## src/rtl/cdb_arbiter.sv

```systemverilog
`default_nettype none
// +------------------------------------------------------------------------+
// | Module      : cdb_arbiter                                              |
// | Description : Common data bus arbiter. The ALU and the load path each  |
// |               push into a small private FIFO. A round-robin arbiter    |
// |               pops one head per cycle into a registered broadcast.     |
// | Revision    : 1.0 - initial release                                    |
// +------------------------------------------------------------------------+
module cdb_arbiter #(
   parameter int ROB_POS_W = 4,
   parameter int DATA_W    = 32,
   parameter int DEPTH     = 2
) (
   input  logic                 clk,
   input  logic                 rst,
   input  logic                 rdy,
   input  logic                 clr,
   input  logic                 alu_valid,
   input  logic [ROB_POS_W:0]   alu_rob_pos,
   input  logic [DATA_W-1:0]    alu_val,
   input  logic                 alu_jump,
   input  logic [DATA_W-1:0]    alu_pc,
   output logic                 alu_full,
   input  logic                 lsb_valid,
   input  logic [ROB_POS_W:0]   lsb_rob_pos,
   input  logic [DATA_W-1:0]    lsb_val,
   output logic                 lsb_full,
   output logic                 cdb_valid,
   output logic                 cdb_src,
   output logic [ROB_POS_W:0]   cdb_rob_pos,
   output logic [DATA_W-1:0]    cdb_val,
   output logic                 cdb_jump,
   output logic [DATA_W-1:0]    cdb_pc,
   output logic                 overflow_err
);

   localparam int                 c_CNT_W   = $clog2(DEPTH + 1);
   localparam int                 c_PTR_W   = $clog2(DEPTH);
   localparam logic [c_CNT_W-1:0] c_FULL    = c_CNT_W'(DEPTH);
   localparam logic [c_PTR_W-1:0] c_PTR_ONE = c_PTR_W'(1);
   localparam logic               c_SRC_ALU = 1'b0;
   localparam logic               c_SRC_LSB = 1'b1;

   // ALU FIFO storage and bookkeeping
   logic [ROB_POS_W:0]  r_alu_tag  [DEPTH];
   logic [DATA_W-1:0]   r_alu_val  [DEPTH];
   logic                r_alu_jump [DEPTH];
   logic [DATA_W-1:0]   r_alu_pc   [DEPTH];
   logic [c_PTR_W-1:0]  r_alu_rd;
   logic [c_PTR_W-1:0]  r_alu_wr;
   logic [c_CNT_W-1:0]  r_alu_cnt;

   // Load FIFO storage and bookkeeping
   logic [ROB_POS_W:0]  r_lsb_tag  [DEPTH];
   logic [DATA_W-1:0]   r_lsb_val  [DEPTH];
   logic [c_PTR_W-1:0]  r_lsb_rd;
   logic [c_PTR_W-1:0]  r_lsb_wr;
   logic [c_CNT_W-1:0]  r_lsb_cnt;

   logic                r_last_grant;
   logic                r_ovf;
   logic                r_cdb_valid;
   logic                r_cdb_src;
   logic [ROB_POS_W:0]  r_cdb_rob_pos;
   logic [DATA_W-1:0]   r_cdb_val;
   logic                r_cdb_jump;
   logic [DATA_W-1:0]   r_cdb_pc;

   logic w_alu_ne;
   logic w_lsb_ne;
   logic w_gnt_alu;
   logic w_gnt_lsb;
   logic w_alu_push;
   logic w_lsb_push;
   logic w_push_drop;

   // Full flags depend only on registered counts, so a pop this cycle
   // never opens a slot for a push in the same cycle.
   assign alu_full = (r_alu_cnt == c_FULL);
   assign lsb_full = (r_lsb_cnt == c_FULL);

   assign w_alu_ne  = (r_alu_cnt != '0);
   assign w_lsb_ne  = (r_lsb_cnt != '0);

   // When both heads are waiting, the source that did not win last time goes.
   assign w_gnt_alu = w_alu_ne && (!w_lsb_ne || (r_last_grant == c_SRC_LSB));
   assign w_gnt_lsb = w_lsb_ne && (!w_alu_ne || (r_last_grant == c_SRC_ALU));

   assign w_alu_push  = alu_valid && !alu_full;
   assign w_lsb_push  = lsb_valid && !lsb_full;
   assign w_push_drop = (alu_valid && alu_full) || (lsb_valid && lsb_full);

   assign cdb_valid    = r_cdb_valid;
   assign cdb_src      = r_cdb_src;
   assign cdb_rob_pos  = r_cdb_rob_pos;
   assign cdb_val      = r_cdb_val;
   assign cdb_jump     = r_cdb_jump;
   assign cdb_pc       = r_cdb_pc;
   assign overflow_err = r_ovf;

   // FIFO payload writes; contents need no reset because counts gate reads.
   always_ff @(posedge clk) begin
      if (!rst && !clr && rdy) begin
         if (w_alu_push) begin
            r_alu_tag[r_alu_wr]  <= alu_rob_pos;
            r_alu_val[r_alu_wr]  <= alu_val;
            r_alu_jump[r_alu_wr] <= alu_jump;
            r_alu_pc[r_alu_wr]   <= alu_pc;
         end
         if (w_lsb_push) begin
            r_lsb_tag[r_lsb_wr] <= lsb_rob_pos;
            r_lsb_val[r_lsb_wr] <= lsb_val;
         end
      end
   end

   // Pointers, counts, round-robin state, sticky overflow and the bus register.
   always_ff @(posedge clk) begin
      if (rst || clr) begin
         r_alu_rd      <= '0;
         r_alu_wr      <= '0;
         r_alu_cnt     <= '0;
         r_lsb_rd      <= '0;
         r_lsb_wr      <= '0;
         r_lsb_cnt     <= '0;
         r_last_grant  <= c_SRC_LSB;
         r_cdb_valid   <= 1'b0;
         r_cdb_src     <= 1'b0;
         r_cdb_rob_pos <= '0;
         r_cdb_val     <= '0;
         r_cdb_jump    <= 1'b0;
         r_cdb_pc      <= '0;
         if (rst) begin
            r_ovf <= 1'b0;
         end
      end else if (rdy) begin
         if (w_alu_push) begin
            r_alu_wr <= r_alu_wr + c_PTR_ONE;
         end
         if (w_gnt_alu) begin
            r_alu_rd <= r_alu_rd + c_PTR_ONE;
         end
         r_alu_cnt <= r_alu_cnt + c_CNT_W'(w_alu_push) - c_CNT_W'(w_gnt_alu);

         if (w_lsb_push) begin
            r_lsb_wr <= r_lsb_wr + c_PTR_ONE;
         end
         if (w_gnt_lsb) begin
            r_lsb_rd <= r_lsb_rd + c_PTR_ONE;
         end
         r_lsb_cnt <= r_lsb_cnt + c_CNT_W'(w_lsb_push) - c_CNT_W'(w_gnt_lsb);

         if (w_push_drop) begin
            r_ovf <= 1'b1;
         end

         if (w_gnt_alu) begin
            r_cdb_valid   <= 1'b1;
            r_cdb_src     <= c_SRC_ALU;
            r_cdb_rob_pos <= r_alu_tag[r_alu_rd];
            r_cdb_val     <= r_alu_val[r_alu_rd];
            r_cdb_jump    <= r_alu_jump[r_alu_rd];
            r_cdb_pc      <= r_alu_pc[r_alu_rd];
            r_last_grant  <= c_SRC_ALU;
         end else if (w_gnt_lsb) begin
            r_cdb_valid   <= 1'b1;
            r_cdb_src     <= c_SRC_LSB;
            r_cdb_rob_pos <= r_lsb_tag[r_lsb_rd];
            r_cdb_val     <= r_lsb_val[r_lsb_rd];
            r_cdb_jump    <= 1'b0;
            r_cdb_pc      <= '0;
            r_last_grant  <= c_SRC_LSB;
         end else begin
            r_cdb_valid   <= 1'b0;
         end
      end
   end

endmodule
`default_nettype wire

```

## config.mk

```make
export PLATFORM = sky130hd
export DESIGN_NAME = cdb_arbiter
export DESIGN_NICKNAME = d
export VERILOG_FILES = /design/src/rtl/cdb_arbiter.sv
export SDC_FILE = /design/constraint.sdc
export NUM_CORES = 1
export LEC_CHECK = 0
export ABC_AREA = 1
export CORE_MARGIN = 1.5
export CORE_UTILIZATION = 30
export CTS_CLUSTER_DIAMETER = 30
export DETAILED_ROUTE_END_ITERATION = 12
export GPL_TIMING_DRIVEN = 0
export PLACE_DENSITY = 0.49
export SLEW_MARGIN = 30
export SYNTH_ARGS = -nofsm -noshare
export SYNTH_HDL_FRONTEND = slang
export SYNTH_SLANG_ARGS = --single-unit
export TNS_END_PERCENT = 30
```

## constraint.sdc

```tcl
create_clock -name clk -period 17.8 [get_ports clk]
set_input_delay 3.56 -clock clk [delete_from_list [all_inputs] [get_ports clk]]
set_output_delay 3.56 -clock clk [all_outputs]
set_load 0.05 [all_outputs]
```

; Word-level counts from Yosys, hierarchy flattened
; Memory sizes are Yosys's and may differ from the RTL's. A register that Yosys moved wholly into a read port is not among the register bits.
; Index checks and enable logic that the tools add are counted.
[classes]
addsub = 8
eq_ne = 3
muxes = 34
bitwise = 1
reduce_logical = 29
[ops]
columns = cell, count
row1 = $mux W32, 4
row2 = $mux W1, 28
row3 = $mux W5, 2
row4 = $reduce_and A2 Y1, 5
row5 = $reduce_bool A2 Y1, 5
row6 = $logic_and A1 B1 Y1, 8
row7 = $logic_not A1 Y1, 6
row8 = $add A1 B1 Y1 const B, 4
row9 = $add A2 B1 Y2, 2
row10 = $eq A2 B2 Y1 const B, 2
row11 = $logic_or A1 B1 Y1, 4
row12 = $sub A2 B1 Y2, 2
row13 = $reduce_and A3 Y1, 1
row14 = $ne A2 B2 Y1 const B, 1
row15 = $not A1 Y1, 1
[word_totals]
register_bits = 82
mem_bits_rw = 214
in_bits = 113
output_inout_bits = 75
wordCells = 95
mem_count = 6
[memory_table]
columns = name, words, width, rd, rd_ports_with_merged_regs, wr, line_no
row1 = r_alu_pc, 2, 32, 1, 1, 1, 48  ; logic [DATA_W-1:0] r_alu_pc [DEPTH];
row2 = r_alu_val, 2, 32, 1, 1, 1, 46  ; logic [DATA_W-1:0] r_alu_val [DEPTH];
row3 = r_lsb_val, 2, 32, 1, 1, 1, 55  ; logic [DATA_W-1:0] r_lsb_val [DEPTH];
row4 = r_alu_tag, 2, 5, 1, 1, 1, 45  ; logic [ROB_POS_W:0] r_alu_tag [DEPTH];
row5 = r_lsb_tag, 2, 5, 1, 1, 1, 54  ; logic [ROB_POS_W:0] r_lsb_tag [DEPTH];
row6 = r_alu_jump, 2, 1, 1, 1, 1, 47  ; logic r_alu_jump [DEPTH];

; Depth between registers and ports, before layout
; Gate-level depths: netlist (run 1).
[logic_depth]
ltp_word = 7
mapped_depth = 15
mapped_depth_nobuf = 13

; Worst setup path before layout (run 1)
; Ideal clock, no wire load.
[synth_path]
kind = input to register
from = input port rst
to = memory r_alu_jump[1] (enable)
setup_time_ps = 584
arrival_time_ps = 8845
required_ps = 17216
path_slack_ps = 8371
stages = 3
path_buffers = 0
cell_sequence = nor2_1 > inv_1 > nor3_1
[synth_between]
elab_chain_len = 5
[synth_lines]
columns = element, line_no
row1 = "start, declared", 15  ; input logic rst,
row2 = $logic_not A1 Y1, 103  ; if (!rst && !clr && rdy) begin
row3 = $logic_and A1 B1 Y1 (2 in series), 103
row4 = $mux W1, 103
row5 = $mux W1 (not written as such), 107  ; r_alu_jump[r_alu_wr] <= alu_jump;
row6 = "end, declared", 47
; No other way between the ends.

; Worst setup path after layout (run 1)
[layout_path]
from = input port rst
to = memory r_lsb_val[1][12] (enable)
[layout_between]
elab_chain_len = 5
[layout_lines]
columns = element, line_no
row1 = $logic_not A1 Y1, 103
row2 = $logic_and A1 B1 Y1 (2 in series), 103
row3 = $mux W1, 103
row4 = $mux W1 (not written as such), 112  ; r_lsb_val[r_lsb_wr] <= lsb_val;
row5 = "end, declared", 55
; No other way between the ends.

==> out/results.ini, run 1 <==
[status]
status = complete, no violations

[drt]
routed_wl_um = 28570
wl_per_cell_um = 16.74
vias = 7361
post-route-drc-count = 0
drtIter0Drc = 290
firstDrtPassIters = 4
routed_via_density = 4.312
drtAntennaViolNets = 0

[cells_and_area]
multi_input_area_um2 = 2883
design_area_um2 = 16490
area_growth_pct = 45.51
final_cells = 1707
regArea_um2 = 8118
num_antenna_cells = 0
fin_util = 0.4410
drive_gt1_frac = 0.2341
fillCellCount = 3488
layout.nets = 1254

[clock_network]
cts_setup_buffers = 0
clk_pin_slew_ns = 0.04
cts_sinks = 298
clk_path_buf_depth = 3
insertion_delay_ns = 0.55
clock-root-buffer = clkbuf_16
cts_made_buffers = 70
cts-htree-levels = 3
cts_tree = yes
hold_buffers = 0
post_cts_resized = 0

[timing]
relSlewSlack = 0.4885
setup_viol = 0
fmax_ghz = 0.1647
worst_pin_slew_ns = 0.7644
tns_ns = 0
hold_viol = 0
final.min_clock_period_ns = 6.073
finalMaxSlewViolations = 0
finalClockSkew_ns = 0.01113
rsz0062_at_grt = false
fin_ws_ns = 11.73
finalCritPeriodShare = 0.3412

[synth]
synth_area_um2 = 11330
syn_avg_cell_area_um2 = 13.21
synth.area.top_cells = edfxtp_1, dfxtp_1, mux2_2
synthCells = 858
synth_nets = 973
ys_seq_area_frac = 0.7162
yosysTopAreaCellShare = 0.5696
ys_warn_count = 0
synth.largest_area_cell = edfxtp_1
ys_types = 26
ys_ff_latch = 298

[critical_path]
worstPathArrival_ns = 6.33
critPathMaxFanout = 10
path_cells = clkdlybuf4s50_1, nor2_1, inv_1, clkbuf_1, nor3_2, buf_4, buf_4
slowest_delay_ns = 0.62
cp_common_cell = buf_4
crit_buf_inv = 5
required_ns = 18.06
worstSetupStartpointType = input pin
cp_slowest_cell = nor3_2
cp-end-kind = flop
critPathKind = input pin to flop
cpLargestDelayFamily = buffers and inverters

[placed_design]
postPlaceCellArea_um2 = 14160
pre_cts_slack_ns = 10.97
placedCellCount = 1578
dpl.hpwl_um = 19680
gp_congestion = 0.7424
port_buffers = 187

[grt]
overflow = 0
first_global_vias = 7677
grt_max_degree = 21
grt_pass1_wl_um = 43530
track_usage = 0.1500
antenna_found_initial = 2

[floorplanning]
core_um2 = 37400
die_area_um2 = 38960
die_h_um = 197.4
fp.dieW_um = 197.4
rows = 71
initial_core_util = 0.3031
pin_count = 188

[pwr]
powerDensity_nw_per_um2 = 128.2
leakage_uw = 0.005999
ir_drop_v = 0.00006652

[min_path]
hold_path.class = flop to flop

[run]
maxCapViolCount = 0

[cell type report]
type,count,area share
plain buffers,41,0.01639
clock buffers,93,0.1171
flip-flops and latches,298,0.4922
well taps,511,0.03877
multi-input cells,496,0.1748
clock inverters,36,0.02435
repair buffers,209,0.1310
inverters,23,0.005386
[cell usage after synthesis]
cell and number:
a21o_1 1, a21oi_1 43, buf_1 1, buf_2 15, buf_4 6, buf_6 4, buf_8 4, clkbuf_1 11
dfxtp_1 83, edfxtp_1 215, ha_1 2, inv_1 16, inv_2 6, inv_4 1, mux2_2 107, nand2_1 201
nand2_2 2, nand2_4 3, nand3_1 5, nand4_1 4, nor2_1 83, nor2_8 1, nor3_1 2, o211ai_1 1
o21ai_0 11, o21ai_1 30
[metal layers]
layer	vias to the layer above	routed length, um	track usage	share of wire
li1	3605	-	-	-
met3	66	1286	0.03944	0.045
met5	-	26	0	0.00091
met2	177	13660	0.2424	0.48
met4	4	837	0.06474	0.029
met1	3509	12760	0.1894	0.45
[worst paths after layout]
check | from | endpoint | slack, ns | depth (start not counted)
min | cdb_pc[27]$_SDFFE_PP0P_ | cdb_pc[27]$_SDFFE_PP0P_ | 0.45 | 2
max | rst | r_lsb_val[1][12]$_DFFE_PP_ | 11.73 | 7
max reg2reg | r_lsb_cnt[0]$_SDFFE_PP0P_ | r_lsb_val[1][12]$_DFFE_PP_ | 15.66 | 8
min reg2reg | cdb_pc[27]$_SDFFE_PP0P_ | cdb_pc[27]$_SDFFE_PP0P_ | 0.45 | 2
[cells by family (layout without fill, tap and decap cells)]
group	after synthesis	in the layout	synth area share
adder cells (fa/ha/maj)	2	2	0.002207
multiplexers	107	107	0.1063
buffers and inverters	64	402	0.03168
AO/OA/AOI/OAI	86	86	0.03842
flip-flops	298	298	0.7162
AND/OR/NAND/NOR	301	301	0.1052
[worst min-delay path, stage by stage (launching register included)]
cell	delay, ns
dfxtp_1	0.30
nand2_1	0.06
a21oi_1	0.05
[state kept, by name, summed over array words and instances, names as in the netlist, 2 cells and up, named ones only]
signal       count
cdb_pc          32
cdb_rob_pos      5
cdb_val         32
r_alu_cnt        2
r_alu_jump       2
r_alu_pc        64
r_alu_tag       10
r_alu_val       64
r_lsb_cnt        2
r_lsb_tag       10
r_lsb_val       64
[metrics by stage]
step                total power [uW]  hold WS, ns
finish                          2114       0.4536
global route                    2185       0.4765
CTS                             2145       0.4583
detailed placement             880.2       0.4516
global placement               877.6       0.4466
floorplan                      824.5       0.4391
[placed cells by master (no fill, tap or decap)]
master and n:
bufinv_16 8, clkinv_2 12, inv_6 5, clkinv_4 1, clkinvlp_4 3, buf_6 5
o21ai_1 30, inv_4 1, nor2_1 81, nand2_2 2, clkbuf_16 73, buf_1 1
inv_1 16, buf_8 4, inv_2 6, ha_1 2, buf_4 21, a21o_1 1
mux2_2 107, nor2_4 2, o21ai_0 11, nand2_1 201, clkinv_1 7, nand4_1 4
edfxtp_1 215, buf_2 15, clkbuf_1 28, clkbuf_8 3, nor2_8 1, a21oi_1 43
dfxtp_1 83, o211ai_1 1, nand3_1 5, nand2_4 3, buf_16 6, clkdlybuf4s50_1 187
nor3_2 2
[power by group]
part	total (uW)	switching [uW]	leakage, uW	internal, uW
combinational	107	58.7	0.00225	48.5
sequential	760	3.51	0.00261	756
clock	1250	376	0.00114	872
(Power assumes the default switching activity.)
==> run 2: changes to the inputs <==
- clock period: 17.8 -> 6 ns (I/O delays scaled with it)
==> out/results.ini, run 2 (same netlist as run 1, synthesis figures left out) <==
[placed_design]
pre_cts_slack_ns = 1.298
gp_congestion = 0.7391
dpl.hpwl_um = 19770
port_buffers = 187
postPlaceCellArea_um2 = 14180

[drt]
met2WireLength_um = 13920
wl_per_cell_um = 17.02
wirelength_met1_um = 13140
top_layer = met4
post-route-drc-count = 0
firstDrtPassIters = 4
routed-wl-met3_um = 1566
routed_via_density = 4.270
drtAntennaViolNets = 0
vias = 7310
drtIter0Drc = 256
routed_wl_um = 29140

[timing]
finalClockSkew_ns = 0.01342
fmax_ghz = 0.2490
tns_ns = 0
hold-worst-slack_ns = 0.4550
hold_viol = 0
final.min_clock_period_ns = 4.016
rsz0062_at_grt = false
setup_viol = 0
worst_pin_slew_ns = 0.7390
relSlewSlack = 0.5074
finalMaxSlewViolations = 0
finalCritPeriodShare = 0.6693
fin_ws_ns = 1.984

[grt]
grt_max_degree = 21
first_global_vias = 7797
antenna_found_initial = 0
grt_pass1_wl_um = 44250
overflow = 0
track_usage = 0.1519

[clock_network]
insertion_delay_ns = 0.56
cts-htree-levels = 3
hold_buffers = 0
clk_path_buf_depth = 3
cts_setup_buffers = 0
cts_tree = yes
clk_pin_slew_ns = 0.04
cts_made_buffers = 75
clock-root-buffer = clkbuf_16
post_cts_resized = 0
cts_sinks = 298

[floorplanning]
core_um2 = 37400
pin_count = 188
rows = 71
fp.dieW_um = 197.4
initial_core_util = 0.3031
die_area_um2 = 38960
die_h_um = 197.4

[cells_and_area]
layout.nets = 1255
design_area_um2 = 16820
layout_commonest_cell = edfxtp_1
drive_gt1_frac = 0.2465
area_growth_pct = 48.37
reg_top3 = r_alu_pc (64), r_alu_val (64), r_lsb_val (64)
fin_util = 0.4497
final_cell_mix = edfxtp_1, nand2_1, clkdlybuf4s50_1
num_antenna_cells = 0

[critical_path]
worstSetupStartpointType = input pin
cp-end-kind = flop
reg2regPathDepth = 10
critPathKind = input pin to flop
worstPathArrival_ns = 4.28
required_ns = 6.26
critPathMaxFanout = 10

[min_path]
hold_path.class = flop to flop
holdPathStages = 2

[pwr]
leakage_uw = 0.006148
powerDensity_nw_per_um2 = 398.1
ir_drop_v = 0.0002610

[status]
status = complete, no violations

[run]
maxCapViolCount = 0

==> run 2: cell count changes in the layout (fill, tap and decap cells not counted), sizes merged <==
| cell | delta |
|---|---|
| clkinv | +6 |
| bufinv | +4 |
| clkbuf | -1 |
| buf | -4 |
| clkinvlp | +1 |
| inv | -1 |
==> run 2: area by class of cell <==
cell class              instances  area, um^2
multi-input cells             496        2892
flip-flops and latches        298        8118
well taps                     511       639.4
clock buffers                  92        2052
clock inverters                46       585.6
fillers                      3464       20580
plain buffers                  41       270.3
inverters                      23       88.84
repair buffers                205        2172
==> run 2: report_power, final <==
group	internal, uW	total [uW]	leakage, uW	switching [uW]
sequential	2240	2250	0.00261	10.7
combinational	144	320	0.00224	176
clock	2930	4120	0.00129	1190
total	5320	6690	0.00615	1380
==> run 2: worst paths after layout <==
| check | from | to | slack [ns] |
|---|---|---|---|
| hold reg to reg | cdb_pc[28]$_SDFFE_PP0P_ | cdb_pc[28]$_SDFFE_PP0P_ | 0.45 |
| setup / recovery | rst | r_lsb_val[1][29]$_DFFE_PP_ | 1.98 |
| setup reg to reg | r_lsb_cnt[0]$_SDFFE_PP0P_ | r_lsb_val[1][29]$_DFFE_PP_ | 3.57 |
| hold / removal | cdb_pc[28]$_SDFFE_PP0P_ | cdb_pc[28]$_SDFFE_PP0P_ | 0.45 |
==> run 2: routing by layer <==
metal	vias up	track usage
li1	3597	-
met1	3491	0.1953
met2	178	0.2482
met3	44	0.03568
met4	0	0.05796
met5	-	0
==> run 2: through the flow <==
| stage | instances | total power [uW] |
|---|---|---|
| finish | 1712 | 6694 |
| global route | 1712 | 6910 |
| CTS | 1712 | 6786 |
| detailed placement | 1574 | 2613 |
| global placement | 1556 | 2605 |
| floorplan | 858 | 2446 |
==> run 2: worst max-delay path: stages <==
cell	delay, ns
clkdlybuf4s50_1	0.44
nor2_2	0.58
inv_1	0.29
clkbuf_1	0.35
nor3_2	0.62
buf_6	0.23
buf_4	0.20
buf_4	0.20
buf_4	0.17
